===== src/rtl/m_secuenciador.sv =====
// m_secuenciador: instruction sequencer. Owns a writable program memory and
// replays it, one instruction at a time, into m_control, capturing each result.
// Supports run and single-step modes, a programmable inclusive end address,
// an all-ones halt opcode, abort, and a configurable control-unit latency.
//
// Ports:
//   clk, rst_n        clock (rising edge), asynchronous active-low reset
//   esc_en/dir/dato   program-memory write port (honoured only while idle)
//   inicio            start pulse; dir_fin (last address, inclusive) latched here
//   modo_paso, paso   single-step mode select and step pulse
//   detener           abort the current run
//   resultado_in      result from m_control
//   instruccion       instruction to m_control; instr_valida while executing
//   resultado         last captured result; resultado_valido one-cycle pulse
//   pc, cuenta        current address, instructions executed this run
//   ocupado           sequencer not idle
//   fin               one-cycle pulse at normal end of run
//   alto              sticky: run ended on the halt opcode
module m_secuenciador #(
    parameter int unsigned ANCHO_INSTR   = 20,
    parameter int unsigned ANCHO_RES     = 32,
    parameter int unsigned ANCHO_DIR     = 5,
    parameter int unsigned LATENCIA_CTRL = 1
) (
    input  logic                   clk,
    input  logic                   rst_n,
    input  logic                   esc_en,
    input  logic [ANCHO_DIR-1:0]   esc_dir,
    input  logic [ANCHO_INSTR-1:0] esc_dato,
    input  logic                   inicio,
    input  logic [ANCHO_DIR-1:0]   dir_fin,
    input  logic                   modo_paso,
    input  logic                   paso,
    input  logic                   detener,
    input  logic [ANCHO_RES-1:0]   resultado_in,
    output logic [ANCHO_INSTR-1:0] instruccion,
    output logic                   instr_valida,
    output logic [ANCHO_RES-1:0]   resultado,
    output logic                   resultado_valido,
    output logic [ANCHO_DIR-1:0]   pc,
    output logic [ANCHO_DIR:0]     cuenta,
    output logic                   ocupado,
    output logic                   fin,
    output logic                   alto
);

    localparam int unsigned PROFUNDIDAD = 2 ** ANCHO_DIR;
    localparam int unsigned ANCHO_ESP   = (LATENCIA_CTRL < 2) ? 1 : $clog2(LATENCIA_CTRL + 1);
    localparam logic [ANCHO_INSTR-1:0] OP_ALTO = {ANCHO_INSTR{1'b1}};

    typedef enum logic [1:0] {REPOSO, LEER, ESPERA, PAUSA} estado_t;

    estado_t                estado, estado_sig;
    logic [ANCHO_INSTR-1:0] mem [PROFUNDIDAD];
    logic [ANCHO_INSTR-1:0] dato_mem;
    logic [ANCHO_ESP-1:0]   espera, espera_sig;
    logic [ANCHO_DIR-1:0]   dir_fin_q, dir_fin_sig;

    logic [ANCHO_INSTR-1:0] instruccion_sig;
    logic                   instr_valida_sig;
    logic [ANCHO_RES-1:0]   resultado_sig;
    logic                   resultado_valido_sig;
    logic [ANCHO_DIR-1:0]   pc_sig;
    logic [ANCHO_DIR:0]     cuenta_sig;
    logic                   fin_sig;
    logic                   alto_sig;

    assign dato_mem = mem[pc];
    assign ocupado  = (estado != REPOSO);

    // Program memory: loadable only while idle, never reset.
    always_ff @(posedge clk) begin
        if (esc_en && (estado == REPOSO)) begin
            mem[esc_dir] <= esc_dato;
        end
    end

    // State and registered outputs.
    always_ff @(posedge clk or negedge rst_n) begin
        if (!rst_n) begin
            estado           <= REPOSO;
            espera           <= '0;
            dir_fin_q        <= '0;
            instruccion      <= '0;
            instr_valida     <= 1'b0;
            resultado        <= '0;
            resultado_valido <= 1'b0;
            pc               <= '0;
            cuenta           <= '0;
            fin              <= 1'b0;
            alto             <= 1'b0;
        end else begin
            estado           <= estado_sig;
            espera           <= espera_sig;
            dir_fin_q        <= dir_fin_sig;
            instruccion      <= instruccion_sig;
            instr_valida     <= instr_valida_sig;
            resultado        <= resultado_sig;
            resultado_valido <= resultado_valido_sig;
            pc               <= pc_sig;
            cuenta           <= cuenta_sig;
            fin              <= fin_sig;
            alto             <= alto_sig;
        end
    end

    // Next-state and next-output decode; abort overrides everything when busy.
    always_comb begin
        estado_sig           = estado;
        espera_sig           = espera;
        dir_fin_sig          = dir_fin_q;
        instruccion_sig      = instruccion;
        instr_valida_sig     = instr_valida;
        resultado_sig        = resultado;
        resultado_valido_sig = 1'b0;
        pc_sig               = pc;
        cuenta_sig           = cuenta;
        fin_sig              = 1'b0;
        alto_sig             = alto;

        if ((estado != REPOSO) && detener) begin
            estado_sig       = REPOSO;
            instr_valida_sig = 1'b0;
        end else begin
            case (estado)
                REPOSO: begin
                    if (inicio) begin
                        estado_sig  = LEER;
                        pc_sig      = '0;
                        dir_fin_sig = dir_fin;
                        cuenta_sig  = '0;
                        alto_sig    = 1'b0;
                    end
                end
                LEER: begin
                    if (dato_mem == OP_ALTO) begin
                        estado_sig = REPOSO;
                        alto_sig   = 1'b1;
                        fin_sig    = 1'b1;
                    end else begin
                        instruccion_sig  = dato_mem;
                        instr_valida_sig = 1'b1;
                        espera_sig       = ANCHO_ESP'(LATENCIA_CTRL);
                        estado_sig       = ESPERA;
                    end
                end
                ESPERA: begin
                    if (espera == ANCHO_ESP'(1)) begin
                        resultado_sig        = resultado_in;
                        resultado_valido_sig = 1'b1;
                        cuenta_sig           = cuenta + (ANCHO_DIR + 1)'(1);
                        instr_valida_sig     = 1'b0;
                        if (pc == dir_fin_q) begin
                            estado_sig = REPOSO;
                            fin_sig    = 1'b1;
                        end else begin
                            pc_sig     = pc + ANCHO_DIR'(1);
                            estado_sig = modo_paso ? PAUSA : LEER;
                        end
                    end else begin
                        espera_sig = espera - ANCHO_ESP'(1);
                    end
                end
                PAUSA: begin
                    if (paso || !modo_paso) begin
                        estado_sig = LEER;
                    end
                end
                default: estado_sig = REPOSO;
            endcase
        end
    end

endmodule

===== config.mk =====
export PLATFORM = sky130hd
export DESIGN_NAME = m_secuenciador
export DESIGN_NICKNAME = d
export VERILOG_FILES = /design/src/rtl/m_secuenciador.sv
export SDC_FILE = /design/constraint.sdc
export NUM_CORES = 1
export LEC_CHECK = 0
export CAP_MARGIN = 20
export CORE_MARGIN = 1.5
export CORE_UTILIZATION = 55
export CTS_BUF_LIST = sky130_fd_sc_hd__clkbuf_4 sky130_fd_sc_hd__clkbuf_8
export DETAILED_ROUTE_END_ITERATION = 8
export GPL_TIMING_DRIVEN = 0
export HOLD_SLACK_MARGIN = 0.06
export MAX_ROUTING_LAYER = met4
export PLACE_DENSITY_LB_ADDON = 0.2
export REMOVE_ABC_BUFFERS = 1
export SLEW_MARGIN = 5
export SYNTH_ARGS = -nofsm -noshare
export SYNTH_HDL_FRONTEND = slang
export SYNTH_SLANG_ARGS = --single-unit

===== constraint.sdc =====
create_clock -name clk -period 8.6 [get_ports clk]
set_input_delay 1.72 -clock clk [delete_from_list [all_inputs] [get_ports clk]]
set_output_delay 1.72 -clock clk [all_outputs]
set_load 0.02 [all_outputs]

Word-level counts from Yosys, hierarchy flattened
Memory sizes are Yosys's and may differ from the RTL's.
Cells that the tools add are included.
{ "classes": {"add_sub_neg": 3, "n_eq_ne": 14, "n_mux": 34, "bitwise": 2, "n_reduce_logical": 19} }
{ "ops": {"columns": ["cell", "n"], "rows": [
  ["$eq 20x20->1 const B", 1],
  ["$reduce_and 3->1", 6],
  ["$mux 1", 15],
  ["$mux 5", 3],
  ["$mux 2", 7],
  ["$mux 6", 2],
  ["$pmux 6 s2", 1],
  ["$ne 2x2->1 const B", 5],
  ["$pmux 5 s2", 1],
  ["$ne 3x3->1 const B", 3],
  ["$pmux 1 s2", 4],
  ["$pmux 2 s4", 1],
  ["$reduce_and 4->1", 2],
  ["$reduce_bool 2->1", 4],
  ["$add 6x1->6 const B", 1],
  ["$add 5x1->5 const B", 1],
  ["$eq 5x5->1", 1],
  ["$reduce_and 5->1", 1],
  ["$eq 2x2->1 const B", 2],
  ["$ne 3x2->1 const B", 1],
  ["$reduce_bool 3->1", 1],
  ["$eq 2x1->1 const B", 1],
  ["$logic_and 1x1->1", 2],
  ["$logic_not 2->1", 1],
  ["4 further kinds", 5]
]} }
{ "word_totals": {"register_bits": 75, "ramBits": 640, "in_bits": 69, "output_inout_bits": 68, "memories": 1} }
{ "mem_list": {"columns": ["memory", "depth", "word_bits", "read_ports", "rd_ports_with_merged_regs", "wr", "line_no", "source"], "rows": [
  ["mem", 32, 20, 1, 0, 1, "54", "logic [ANCHO_INSTR-1:0] mem [PROFUNDIDAD];"]
]} }

Logic depth before layout (Yosys ltp)
{ "logic_depth": {"ltp_word": 5, "mapped_depth": 14, "depth_no_buf": 10} }

Worst setup path after synthesis
No wires, ideal clock.
{ "synth_path": {"path_kind": "in2reg", "from": "input port esc_dir[1]", "to": "memory mem[12][0], enable pin", "setup_time_ns": 0.397, "arrival_ns": 3.141, "setup_slack_ns": 5.063, "path_stages": 3, "path_buffers": 1, "cell_sequence": "or3_1 -> clkbuf_1 -> nor2_1"} }
{ "synth_rtl": {"columns": ["item", "line_no", "source"], "rows": [
  ["start: declaration", "28", "input logic [ANCHO_DIR-1:0] esc_dir,"],
  ["end: declaration", "54", null]
]} }
No word-level cell before the write port.

Final worst setup path
{ "layout_path": {"from": "register pc[3]", "to": "register instruccion[8]"} }
{ "layout_via": {"elab_chain_len": 4} }
{ "layout_rtl": {"columns": ["item", "line_no", "source"], "rows": [
  ["start: declaration", "40", "output logic [ANCHO_DIR-1:0] pc,"],
  ["start signal: assignment", "100", "pc <= pc_sig;"],
  ["$mem_v2 32x20 *", null, null],
  ["$eq 20x20->1", "136", "if (dato_mem == OP_ALTO) begin"],
  ["$not 1->1 (no source line)", null, null],
  ["$reduce_and 3->1 (no source line)", null, null],
  ["end signal: assignment", "96", "instruccion <= instruccion_sig;"],
  ["end: declaration", "36", "output logic [ANCHO_INSTR-1:0] instruccion,"]
]} }
Every way passes the cells marked *; elsewhere a longest branch is shown, timed or not.
A chain may end at the register's enable or synchronous reset.

==> metrics.md <==
| Metric | Value |
|---|---|
| Setup Fix Bufs, Post-CTS | `0` |
| Number of buffers created by CTS | `111` |
| Clock sink count | `715` |
| CTS tree | `done` |
| Crit path largest cell delay | `1.03 ns` |
| IO Port Bufs | `136` |
| Clk root buf | `clkbuf_8` |
| Mean Syn Cell Area | `20.1 sq um` |
| Chip width | `229 um` |
| Switching share of power | `0.265` |
| FF+latch count, synth | `715` |
| Worst-path clk slew | `0.06 ns` |
| CP startpoint kind | `flip-flop` |
| Max FO, Critical Path | `46` |
| Final Hold Vio Count | `0` |
| Pwr dens | `263 nW/um^2` |
| Total of max-cap violations | `0` |
| Buffer and inverter count on the worst path | `1` |
| Final min period | `5.32 ns` |
| Setup crit end kind | `flip-flop` |
| Slew Limit Fails | `0` |
| Cts hold-fix bufs | `0` |
| Largest net degree at the start of global routing | `56` |
| DRT antenna net count | `0` |
| Tcrit/Tclk final | `0.618` |
| Number of flops mapped to enable cells by yosys | `640` |
| Util after Layout | `0.662` |
| Vias | `14700` |
| Global-route usage over all layers | `0.265` |
| Ys async rst share | `0.105` |
| Synth Instances | `1397` |
| Seq pwr share | `0.472` |
| Worst Max-Slew Pin Slew | `1.13 ns` |
| Worst Path Arrival | `5.90 ns` |
| Fmax | `188 MHz` |
| Met2 Use GR | `0.397` |
| Clock Skew | `0.0466 ns` |
| Nets | `1689` |
| Worst path required time | `9.18 ns` |
| Clock Tree Buf Depth | `3` |
| Clk_lat worst skew | `0.72 ns` |
| Antenna violations before repair | `1` |
| Total die area | `52500 sq um` |
| Prevailing post-synth register cell | `edfxtp_1` |
| Synthesized area | `28100 sq um` |
| Max-slew headroom | `0.242` |
| Met3 usage | `0.0483` |
| RD Place Congestion | `0.777` |
| RSZ-0062 raised after global routing | `no` |
| Chip height | `229 um` |
| Drt via density | `6.19` |
| # IOs | `137` |
| Pre-CTS setup slack | `3.37 ns` |
| Lkg Pwr | `0.0108 uW` |
| # rows | `82` |
| Number of global-route vias before repair | `14900` |
| Area grow syn2layout | `18.4%` |
| Status | `complete, no violations` |
| CP Class | `flip-flop to flip-flop` |
| 1st-iter DRT viols | `1491` |
| Min-Delay Path Class | `flip-flop to flip-flop` |
| Final setup margin | `3.28 ns` |
| Routed WL | `66200 um` |
| H-tree depth | `3` |
| Setup violators final | `0` |
| Initial core utilization | `0.559` |
| Net Switching | `2320 uW` |
| Cell variety after synth | `66` |
| Grt total ovfl | `0` |
| Top delay family on crit path | `simple AND/OR/NAND/NOR gates` |
| Core area | `50300 sq um` |
| Clock Power Share | `0.318` |
| Share of post-route cells with drive strength above 1 | `0.261` |
| GR Util met1 | `0.371` |
| Power share of the combinational group | `0.209` |
| Seq/Total Area, Yosys | `0.751` |
| WL/cell | `27.9 um` |
| Worst path slowest cell | `dfrtp_4` |
| Maximum VDD drop | `0.171 mV` |
| CP Cell Sequence | `nand3_2 > o221ai_1 > a21oi_1 > a2bb2o_1 > nor4_2 > nand4_2 > o21bai_4 > buf_16 > mux2_4` |
| # DRC | `0` |
| DR pass1 iterations | `5` |
| Dpl hpwl | `39600 um` |
| Global-route wire length before repair | `97400 um` |
| Internal power | `6430 uW` |
| Global route hottest layer | `met2` |
| Post-CTS sizing | `0` |
| YS warnings | `0` |
| # diodes | `0` |
synth_stat cells, drive strengths merged, types with 2 or more instances:
cell	instances	area share
inv	13	0.0017
o21ai	16	0.0028
a2bb2o	2	0.00071
and3	6	0.0014
a221oi	4	0.0012
mux2i	122	0.043
nor2b	8	0.0018
dfrtp	75	0.067
a2bb2oi	2	0.00062
nor2	60	0.0080
buf	53	0.015
o21a	2	0.00053
a22o	4	0.0012
and2	3	0.00067
or2	3	0.00067
a31o	2	0.00062
nand2b	7	0.0016
mux2	54	0.024
nand3	5	0.0011
a21oi	22	0.0041
nand4	8	0.0022
xnor2	3	0.00094
o211ai	4	0.0011
or3	3	0.00067
nand2	28	0.0037
o221ai	16	0.0050
nand3b	5	0.0013
ha	6	0.0027
a22oi	17	0.0045
a31oi	5	0.0011
clkbuf	22	0.0037
nor3	7	0.0016
a211o	8	0.0025
xor2	8	0.0025
a211oi	5	0.0013
mux4	116	0.094
o21ba	2	0.00071
o22ai	15	0.0033
a21o	3	0.00080
edfxtp	640	0.68
or3b	2	0.00062
routing by layer:
layer / wire length (um) / up-vias
li1: - / 6156
met1: 27200 / 7671
met2: 31300 / 732
met3: 5790 / 138
met4: 1900 / 0
met5: 0 / -
cell families after synthesis:
logic type	synth area share
flops	0.751
mux	0.161
simple gates	0.0264
compound gates	0.0349
buf+inv	0.0205
xor+xnor	0.00343
fa+ha+maj	0.00267
power groups by stage:
stage	Combinational [uW]	Sequential (uW)	Clock [uW]
2_1_floorplan	1000	4450	0
3_3_place_gp	1820	4380	0
3_5_place_dp	1840	4200	0
4_1_cts	1850	4130	2830
5_1_grt	1940	4150	2990
6_report	1830	4130	2790
layout by cell type, fill, tap and decap left out, drive strengths merged, types with 22 or more instances in the layout:
cell type | Yosys | layout
a21oi | 22 | 22
nor2 | 60 | 60
edfxtp | 640 | 640
dfrtp | 75 | 75
mux2 | 54 | 54
mux2i | 122 | 122
clkbuf | 22 | 163
clkinv | 0 | 32
nand2 | 28 | 28
clkdlybuf4s50 | 0 | 135
mux4 | 116 | 116
buf | 53 | 44
cell type report:
class                      count  area, sq um
sequential                   715        21100
fill                        3318        17000
inverter                      13         48.8
clock buffer                 163         1960
tap                          672          841
multi-input combinational    594         6680
timing repair buffer         179         2400
clock inverter                37          224
stage by stage:
stage / TNS, ns / total power, uW / instances / cell area [sq um] / hold WS, ns
floorplan: 0 / 5450 / 1322 / 27600 / 0.476
global placement: -124.87 / 6200 / 2130 / 29800 / 0.488
detailed placement: 0 / 6040 / 2171 / 31100 / 0.495
CTS: 0 / 8810 / 2371 / 33200 / 0.508
global route: 0 / 9080 / 2373 / 33300 / 0.518
finish: 0 / 8750 / 2373 / 33300 / 0.504
final timing paths:
kind / startpoint / to / slack (ns) / cells after the start
max: pc[3] / instruccion[8] / 3.28 / 9
min: resultado[9] / resultado[9] / 0.50 / 1
max reg2reg: pc[3] / instruccion[8] / 3.28 / 9
min reg2reg: resultado[9] / resultado[9] / 0.50 / 1
max in group asynchronous: rst_n / instruccion[17] / 7.01 / 2
min in group asynchronous: rst_n / instr_valida / 0.93 / 1
flip-flops by register name (all words and copies together) (netlist names):
register          flops
espera                1
instruccion          20
resultado_valido      1
instr_valida          1
fin                   1
mem                 640
alto                  1
dir_fin_q             5
resultado            32
estado                2
pc                    5
cuenta                6
Power figures use the tool's default switching activity.
